File: config.mk
export PLATFORM = sky130hd
export DESIGN_NAME = stream_dword_serializer_flat
export DESIGN_NICKNAME = d
export VERILOG_FILES = /design/src/rtl/stream_dword_serializer_if.sv /design/src/rtl/stream_dword_serializer.sv /design/src/flat_wrapper.sv
export SDC_FILE = /design/constraint.sdc
export NUM_CORES = 1
export LEC_CHECK = 0
export BUFFER_PORTS_ARGS = -buffer_cell sky130_fd_sc_hd__buf_2
export CORE_UTILIZATION = 55
export DETAILED_ROUTE_END_ITERATION = 8
export GPL_TIMING_DRIVEN = 1
export PLACE_DENSITY = 0.76
export REMOVE_ABC_BUFFERS = 1
export SETUP_SLACK_MARGIN = 0.3
export SYNTH_ARGS = -nofsm -noshare
export SYNTH_HDL_FRONTEND = slang
export SYNTH_SLANG_ARGS = --single-unit
File: constraint.sdc
create_clock -name clk -period 3.75 [get_ports clk]
set_input_delay 0.1875 -clock clk [delete_from_list [all_inputs] [get_ports clk]]
set_output_delay 0.1875 -clock clk [all_outputs]
set_load 0.05 [all_outputs]
File: src/rtl/stream_dword_serializer_if.sv
// Handshake bundle for stream_dword_serializer: dword write side and byte-beat read side.
// master drives words in and provides out_ready; slave is the serializer.
interface stream_dword_serializer_if;
    logic        in_valid;
    logic        in_ready;
    logic [31:0] in_data;
    logic [1:0]  in_bytes;
    logic        out_valid;
    logic        out_ready;
    logic [7:0]  out_data;
    logic        out_last;

    modport master (
        output in_valid, in_data, in_bytes, out_ready,
        input  in_ready, out_valid, out_data, out_last
    );

    modport slave (
        input  in_valid, in_data, in_bytes, out_ready,
        output in_ready, out_valid, out_data, out_last
    );
endinterface

File: src/rtl/stream_dword_serializer.sv
// Word FIFO feeding a word register that emits each dword little-endian as 8-bit beats.
// The next word is popped on the last beat's handshake so consecutive words have no bubble.
module stream_dword_serializer #(
    parameter int unsigned DEPTH       = 4,
    parameter int unsigned COUNT_WIDTH = 16
) (
    input  logic                     clk,
    input  logic                     reset_n,
    input  logic                     flush,
    stream_dword_serializer_if.slave bus,
    output logic [$clog2(DEPTH):0]   fifo_level,
    output logic [COUNT_WIDTH-1:0]   byte_count
);
    localparam int unsigned AW = $clog2(DEPTH);
    localparam logic [AW:0] PtrOne = 1;
    localparam logic [COUNT_WIDTH-1:0] CountOne = 1;

    typedef enum logic {StEmpty, StActive} state_e;

    logic [33:0]            r_mem [DEPTH];
    logic [AW:0]            r_wptr;
    logic [AW:0]            r_rptr;
    state_e                 r_state;
    logic [31:0]            r_word;
    logic [1:0]             r_bytes;
    logic [1:0]             r_idx;
    logic [COUNT_WIDTH-1:0] r_count;

    logic        w_full;
    logic        w_empty;
    logic        w_push;
    logic        w_beat;
    logic        w_last;
    logic        w_pop;
    logic        w_active;
    logic [33:0] w_head;

    // Full/empty come from registered pointers only, so in_ready never sees out_ready.
    assign w_full   = (r_wptr[AW-1:0] == r_rptr[AW-1:0]) && (r_wptr[AW] != r_rptr[AW]);
    assign w_empty  = (r_wptr == r_rptr);
    assign w_active = (r_state == StActive);
    assign w_last   = (r_idx == r_bytes);
    assign w_push   = bus.in_valid && !w_full && !flush;
    assign w_beat   = w_active && bus.out_ready && !flush;
    assign w_pop    = !flush && !w_empty && (!w_active || (w_beat && w_last));
    assign w_head   = r_mem[r_rptr[AW-1:0]];

    always_ff @(posedge clk) begin
        if (w_push) begin
            r_mem[r_wptr[AW-1:0]] <= {bus.in_bytes, bus.in_data};
        end
    end

    always_ff @(posedge clk or negedge reset_n) begin
        if (!reset_n) begin
            r_wptr  <= '0;
            r_rptr  <= '0;
            r_state <= StEmpty;
            r_word  <= '0;
            r_bytes <= '0;
            r_idx   <= '0;
            r_count <= '0;
        end else if (flush) begin
            r_wptr  <= '0;
            r_rptr  <= '0;
            r_state <= StEmpty;
            r_word  <= '0;
            r_bytes <= '0;
            r_idx   <= '0;
        end else begin
            if (w_push) begin
                r_wptr <= r_wptr + PtrOne;
            end
            if (w_pop) begin
                r_rptr <= r_rptr + PtrOne;
            end
            if (w_beat) begin
                r_count <= r_count + CountOne;
            end
            if (w_pop) begin
                r_word  <= w_head[31:0];
                r_bytes <= w_head[33:32];
                r_idx   <= 2'd0;
                r_state <= StActive;
            end else if (w_beat) begin
                if (w_last) begin
                    r_state <= StEmpty;
                end else begin
                    r_idx <= r_idx + 2'd1;
                end
            end
        end
    end

    always_comb begin
        bus.out_data = 8'h00;
        if (w_active) begin
            unique case (r_idx)
                2'd0: bus.out_data = r_word[7:0];
                2'd1: bus.out_data = r_word[15:8];
                2'd2: bus.out_data = r_word[23:16];
                2'd3: bus.out_data = r_word[31:24];
            endcase
        end
    end

    assign bus.in_ready  = !w_full;
    assign bus.out_valid = w_active;
    assign bus.out_last  = w_active && w_last;
    assign fifo_level    = r_wptr - r_rptr;
    assign byte_count    = r_count;
endmodule

File: src/flat_wrapper.sv
// flat-port wrapper written by rule: the top's interface ports become plain ports
module stream_dword_serializer_flat 
#(
    parameter int unsigned DEPTH       = 4,
    parameter int unsigned COUNT_WIDTH = 16
)
  (clk, reset_n, flush, fifo_level, byte_count, bus_in_valid, bus_in_data, bus_in_bytes, bus_out_ready, bus_in_ready, bus_out_valid, bus_out_data, bus_out_last);
  stream_dword_serializer_if bus_i ();
  input  logic clk;
  input  logic reset_n;
  input  logic flush;
  output logic [$clog2(DEPTH):0] fifo_level;
  output logic [COUNT_WIDTH-1:0] byte_count;
  input wire logic [$bits(bus_i.in_valid)-1:0] bus_in_valid;
  input wire logic [$bits(bus_i.in_data)-1:0] bus_in_data;
  input wire logic [$bits(bus_i.in_bytes)-1:0] bus_in_bytes;
  input wire logic [$bits(bus_i.out_ready)-1:0] bus_out_ready;
  output wire logic [$bits(bus_i.in_ready)-1:0] bus_in_ready;
  output wire logic [$bits(bus_i.out_valid)-1:0] bus_out_valid;
  output wire logic [$bits(bus_i.out_data)-1:0] bus_out_data;
  output wire logic [$bits(bus_i.out_last)-1:0] bus_out_last;
  assign bus_i.in_valid = bus_in_valid;
  assign bus_i.in_data = bus_in_data;
  assign bus_i.in_bytes = bus_in_bytes;
  assign bus_i.out_ready = bus_out_ready;
  assign bus_in_ready = bus_i.in_ready;
  assign bus_out_valid = bus_i.out_valid;
  assign bus_out_data = bus_i.out_data;
  assign bus_out_last = bus_i.out_last;
  stream_dword_serializer #(.DEPTH(DEPTH), .COUNT_WIDTH(COUNT_WIDTH)) u_core (.clk(clk), .reset_n(reset_n), .flush(flush), .bus(bus_i), .fifo_level(fifo_level), .byte_count(byte_count));
endmodule
==> impl_results.md, run 1 <==
* Vias in the first global route at 4755
* # nets final at 658
* Required time worst endpoint at 3.56 ns
* Rows at 43
* WHS Path Cells at 1
* Commonest non-fill, non-tap cell in the layout: edfxtp_1
* Post-CTS setup buffer count at 0
* I/O pin count at 69
* VDD IR max at 0.411 mV
* Register area share after synthesis at 69.9%
* Tmin final at 2.44 ns
* GP Congestion at 0.750
* Status: completed
* Chip Height at 122 um
* Clk buf depth at 2
* Clk_skew at 0.0106 ns
* Overall Global Routing Usage at 22.8%
* Final hold viol count at 0
* Clock latency on the worst-skew pair at 0.43 ns
* Final WL at 15600 um
* Synth Instances at 508
* Clock transition at the registers of the reported paths at 0.07 ns
* First-pass GRT wire length at 24800 um
* DRT Pass-1 Iters at 5
* Placeable Area at 14000 sq um
* Max-cap violation count at 0
* Initial antenna violation count at 0
* Final HPWL DP at 9210 um
* # H-tree levels at 4
* Area Overhead vs Synth at 17.6%
* Post-Syn Area per Cell at 15.7 sq um
* Synth Cell Area at 7950 sq um
* RSZ-0062 raised after global routing: no
* RR Startpoint: u_core.r_wptr[0]
* Post-synth ARST share at 30.3%
* Antenna cells at 0
* Die Area at 14900 sq um
* Crit Path Class: flop to primary output
* Routed Antenna Nets at 0
* Routed WL per cell at 19.6 um
* Synth Register Bits at 195
* Clk sinks at 195
* Crit-path max FO at 8
* Vias per cell at 5.90
* R2R setup slack at 1.39 ns
* Remaining DRCs at 0
* Inserted Clock Buffers at 17
* DRT iter0 DRCs at 447
* Clock Tree Root: clkbuf_16
* Pwr Total at 6.13 mW
* Filler cells at 954
* Worst-margin pin slew at 0.898 ns
* RR Endpoint: u_core.r_mem[3][32]
* Pin count of the biggest net entering global routing at 48
* Initial Util at 56.8%
* Die Wd at 122 um
* Final setup vio count at 0
* Worst Hold End: u_core.r_mem[3][31]
* Min-delay src: bus_in_data[31]
* Grt total ovfl at 0
* Post-synth EDFFs at 136
* Vias at 4707
* Netlist cell types at 37
* Top FF cell, synth: edfxtp_1
* Number of synthesis warnings at 0
* Slew Limit Fails at 0
* Max Freq at 410 MHz
* Final Core Density at 66.8%
* Critical Path Source Type: flop
* R2r worst-path depth at 7
* PwrDens at 656 nW/um^2
* Most frequent cells in the layout: edfxtp_1, buf_2, dfrtp_1
* Total leakage power at 3.45 nW
* Worst Setup End Kind: primary output
* PortBufs at 68
* Fin crit share at 65.0%
* Share of cells above drive strength 1 at 23.9%
* Rel. slew slack at 40.2%
* Worst EP arrival at 2.25 ns
* Setup TNS at 0 ns
* CTS tree: done
* Hold crit path type: primary input to flop
==> sequential cells by signal (all words and copies together) (netlist names) <==
name / flops
u_core.r_word: 32
u_core.r_rptr: 3
u_core.r_bytes: 2
u_core.r_mem: 136
u_core.bus.out_valid: 1
u_core.r_idx: 2
u_core.byte_count: 16
u_core.r_wptr: 3
==> through the flow <==
step	hold slack [ns]	setup WS [ns]	instances	instance area, sq um
final	0.0235	1.31	798	9350
after global routing	0.0130	1.17	798	9350
after CTS	0.00626	1.30	798	9350
after detailed placement	0.309	1.39	733	8440
after global placement	0.293	1.49	733	8440
after floorplan	-0.108	0.0566	474	7790
==> timing repair <==
action	CTS	global route
hold buffers	34	0
endpoints found under the hold margin	165	0
endpoints found under the setup margin	0	0
gates resized for setup	0	0
==> power breakdown <==
| group | total, mW | switching [mW] | internal [mW] | leakage (nW) |
|---|---|---|---|---|
| Clock | 1.76 | 0.775 | 0.980 | 0.266 |
| Combinational | 1.68 | 1.09 | 0.587 | 1.15 |
| Sequential | 2.70 | 0.137 | 2.56 | 2.03 |
==> metal layers <==
layer | part of all wire [%] | up-vias | track usage [%]
met1 | 40 | 2408 | 28.4
met5 | 0 | - | 0
met4 | 2.1 | 0 | 9.83
met2 | 53 | 147 | 38.6
met3 | 4.6 | 27 | 4.83
li1 | - | 2125 | -
==> cells in the mapped netlist, types with 2 or more instances <==
library cell | instances | area [sq um]
a21oi_1 | 45 | 225
a222oi_1 | 8 | 80.1
and2_1 | 4 | 25.0
and3_1 | 6 | 37.5
buf_2 | 13 | 65.1
buf_4 | 3 | 22.5
clkbuf_1 | 16 | 60.1
dfrtp_1 | 59 | 1480
edfxtp_1 | 136 | 4080
ha_1 | 12 | 150
inv_1 | 9 | 33.8
mux2i_1 | 2 | 20.0
mux4_2 | 34 | 766
nand2_1 | 15 | 56.3
nand3_1 | 41 | 205
nand4_1 | 2 | 12.5
nor2_1 | 24 | 90.1
nor3_1 | 5 | 25.0
o21ai_0 | 34 | 170
o21ai_1 | 3 | 15.0
xnor2_1 | 18 | 158
xor2_1 | 4 | 35.0
==> how the worst max path moves through the flow <==
stage | startpoint | to | slack (ns)
finish | u_core.r_idx[1] | bus_out_data[2] | 1.31
global route | u_core.r_idx[1] | bus_out_data[5] | 1.17
CTS | u_core.r_idx[1] | bus_out_data[2] | 1.30
detailed placement | u_core.r_wptr[0] | u_core.r_mem[1][25] | 1.39
global placement | u_core.r_wptr[0] | u_core.r_mem[2][25] | 1.49
floorplan | u_core.r_rptr[0] | u_core.r_mem[0][0] | 0.06
==> critical path: stages (launching register included) <==
cell      delay (ns)
dfrtp_1         0.43
inv_1           0.09
ha_1            0.32
a222oi_1        0.44
nor2_1          0.09
a21oi_1         0.15
nor2_1          0.08
buf_2           0.24
==> logic make-up (layout without fill, tap and decap cells) <==
family          Yosys count  in the layout  share of synthesized area (%)
compound gates           94             94                           6.55
xor+xnor                 23             23                           2.63
fa+ha+maj                13             13                           2.14
buf+inv                  43            153                           2.49
flops                   195            195                           69.9
mux                      37             37                           10.0
simple gates            103            103                           6.25
==> area by class of cell <==
class                   instances  area, sq um  area share (%)
clock buffers                  19          433            4.63
clock inverters                12          133            1.42
inverters                       9         33.8           0.361
multi-input cells             270         2200            23.5
flip-flops and latches        195         5560            59.5
well taps                     180          225            2.41
repair buffers                113          763            8.16
(Power assumes the default switching activity.)
==> inputs of run 2 (changes only) <==
==> constraint.sdc (replaced) <==
create_clock -name clk -period 2.3 [get_ports clk]
set_input_delay 0.115 -clock clk [delete_from_list [all_inputs] [get_ports clk]]
set_output_delay 0.115 -clock clk [all_outputs]
set_load 0.05 [all_outputs]
==> impl_results.md, run 2 (synthesized netlist as in run 1, its figures left out) <==
* Die Area at 14900 sq um (unchanged)
* Setup TNS at -0.00538 ns (was 0 ns)
* Max Freq at 434 MHz
* # H-tree levels at 4 (unchanged)
* Clock transition at the registers of the reported paths at 0.07 ns (about the same)
* Vias per cell at 6.03 (was 5.90)
* Placeable Area at 14000 sq um (unchanged)
* GRT met2 Usage at 42.3% (was 38.6%)
* Final HPWL DP at 9900 um (was 9210 um)
* Final setup vio count at 1 (was 0)
* First-pass GRT wire length at 26500 um (was 24800 um)
* Antenna cells at 0 (unchanged)
* RSZ-0062 raised after global routing: yes (was no)
* DP Cell Count at 739 (was 733)
* Crit path top cell by count: nor2_1 (unchanged)
* Rel. slew slack at 53.6% (was 40.2%)
* I/O pin count at 69 (unchanged)
* Final instance area at 9810 sq um (was 9350 sq um)
* Status: complete, but fails checks (was completed)
* Logic pwr share at 28.8% (was 27.4%)
* Required time worst endpoint at 2.18 ns (was 3.56 ns)
* Non-Filler Instances at 814 (was 798)
* Clk sinks at 195 (unchanged)
* Hold crit path type: primary input to flop (unchanged)
* Final WS setup at -0.00538 ns (was 1.31 ns)
* Fin crit share at 100%
* Largest register FFs at 136 (unchanged)
* Crit Path Class: flop to primary output (unchanged)
* Remaining DRCs at 0 (unchanged)
* VDD IR max at 0.840 mV (was 0.411 mV)
* PwrDens at 1060 nW/um^2 (was 656 nW/um^2)
* Cell chain of the critical path: ha_4 -> a222oi_1 -> nor2_1 -> a21oi_1 -> nor2_1 -> buf_6 (was inv_1 -> ha_1 -> a222oi_1 -> nor2_1 -> a21oi_1 -> nor2_1 -> buf_2)
* Vias at 4909 (was 4707)
* Internal at 6.94 mW (was 4.13 mW)
* Overall Global Routing Usage at 24.6% (was 22.8%)
* Routed WL per cell at 21.3 um (was 19.6 um)
* Share of cells above drive strength 1 at 29.5% (was 23.9%)
* Busiest layer in global routing: met2 (unchanged)
* R2R setup slack at 0.06 ns (was 1.39 ns)
* Worst-margin pin slew at 0.694 ns (was 0.898 ns)
* Clk pwr share at 28.7% (was 28.6%)
* CP max-delay cell: a222oi_1 (unchanged)
* Worst EP arrival at 2.19 ns (was 2.25 ns)
* Grt total ovfl at 0 (unchanged)
* Commonest non-fill, non-tap cell in the layout: edfxtp_1 (unchanged)
* Met1 Use GR at 29.4% (was 28.4%)
* Slew Limit Fails at 0 (unchanged)
* Critical path buffer and inverter count at 1 (was 2)
* Clk_skew at 0.0117 ns (was 0.0106 ns)
* Share of total power in sequential cells at 42.5% (was 44.0%)
* Area Overhead vs Synth at 23.4% (was 17.6%)
* # nets final at 673 (was 658)
* Rows at 43 (unchanged)
* Final hold viol count at 0 (unchanged)
* Top delay family on crit path: compound AO/OA/AOI/OAI gates (unchanged)
* Max incr delay on CP at 0.56 ns (was 0.44 ns)
* Initial Util at 56.8% (unchanged)
* Initial antenna violation count at 0 (unchanged)
* Final WL at 17300 um (was 15600 um)
* Inserted Clock Buffers at 17 (unchanged)
* Pin count of the biggest net entering global routing at 43 (was 48)
* GP Congestion at 0.781 (was 0.750)
* Clock Tree Root: clkbuf_16 (unchanged)
* PortBufs at 68 (unchanged)
* DRT iter0 DRCs at 560 (was 447)
* M3 GR Usage at 5.81% (was 4.83%)
* Crit-path max FO at 7 (was 8)
* Worst Setup End Kind: primary output (unchanged)
* Clk buf depth at 2 (unchanged)
* Filler cells at 899 (was 954)
* Critical Path Source Type: flop (unchanged)
* Chip Height at 122 um (unchanged)
* Switching Share at 33.5% (was 32.7%)
* Failing checks: negative setup slack
* Vias in the first global route at 5168 (was 4755)
* Placed inst area at 8600 sq um (was 8440 sq um)
* Total leakage power at 3.61 nW (was 3.45 nW)
* DRT Pass-1 Iters at 7 (was 5)
* Tmin final at 2.31 ns
* CTS tree: done (unchanged)
* Sw power at 3.50 mW (was 2.01 mW)
* Clock latency on the worst-skew pair at 0.45 ns (was 0.43 ns)
* Max-cap violation count at 0 (unchanged)
* Routed Antenna Nets at 0 (unchanged)
* Die Wd at 122 um (unchanged)
* Most frequent cells in the layout: edfxtp_1, buf_2, dfrtp_1 (unchanged)
## run 2: worst paths after layout
check,start,endpoint,depth (start not counted)
setup / recovery,u_core.r_idx[0],bus_out_data[3],6
hold reg to reg,u_core.byte_count[15],u_core.byte_count[15],1
min in group asynchronous,reset_n,u_core.byte_count[14],2
max in group asynchronous,reset_n,u_core.r_word[20],3
hold / removal,bus_out_ready,u_core.byte_count[1],5
setup reg to reg,u_core.r_idx[0],u_core.r_word[22],6
## run 2: power by group through the flow
stage / combinational, mW / clock, mW / sequential [mW]
2_1_floorplan: 1.66 / 0 / 4.68
3_3_place_gp: 2.74 / 0 / 4.45
3_5_place_dp: 2.79 / 0 / 4.48
4_1_cts: 2.94 / 3.02 / 4.42
5_1_grt: 3.22 / 3.16 / 4.47
6_report: 3.01 / 3.00 / 4.44
## run 2: layer usage
metal / share of wire [%] / vias up
li1: - / 2166
met1: 38 / 2462
met2: 53 / 243
met3: 7.0 / 38
met4: 2.7 / 0
met5: 0 / -
## run 2: worst reg2reg max path, stage by stage, from the launching register on
cell,delay [ns]
dfrtp_2,0.47
buf_4,0.18
xnor2_2,0.17
a31oi_2,0.61
buf_4,0.37
o21ai_0,0.15
a21oi_1,0.21
## run 2: through the flow
step | power (mW) | setup slack, ns | hold WS, ns | util (%)
final | 10.4 | -0.00538 | 0.0771 | 70.1
after CTS | 10.4 | 0.0474 | 0.0628 | 69.6
after floorplan | 6.34 | -1.39 | -0.181 | -
after global routing | 10.9 | -0.0392 | 0.0996 | 70.1
after detailed placement | 7.27 | 0.122 | 0.169 | 61.5
after global placement | 7.19 | 0.181 | 0.146 | 61.5
## run 2: layout make-up
type	count	area, sq um	area share (%)
repair buffers	128	1090	11.1
clock inverters	15	175	1.79
clock buffers	17	425	4.34
inverters	9	33.8	0.344
well taps	180	225	2.30
multi-input cells	270	2290	23.4
flip-flops and latches	195	5570	56.7
## run 2: repair_timing
item	CTS	global route
hold buffers	36	0
endpoints found under the hold margin	163	0
gates resized for setup	39	12
pin swaps	12	12
setup endpoints to repair	147	165
buffers inserted	5	0
cloned	1	1
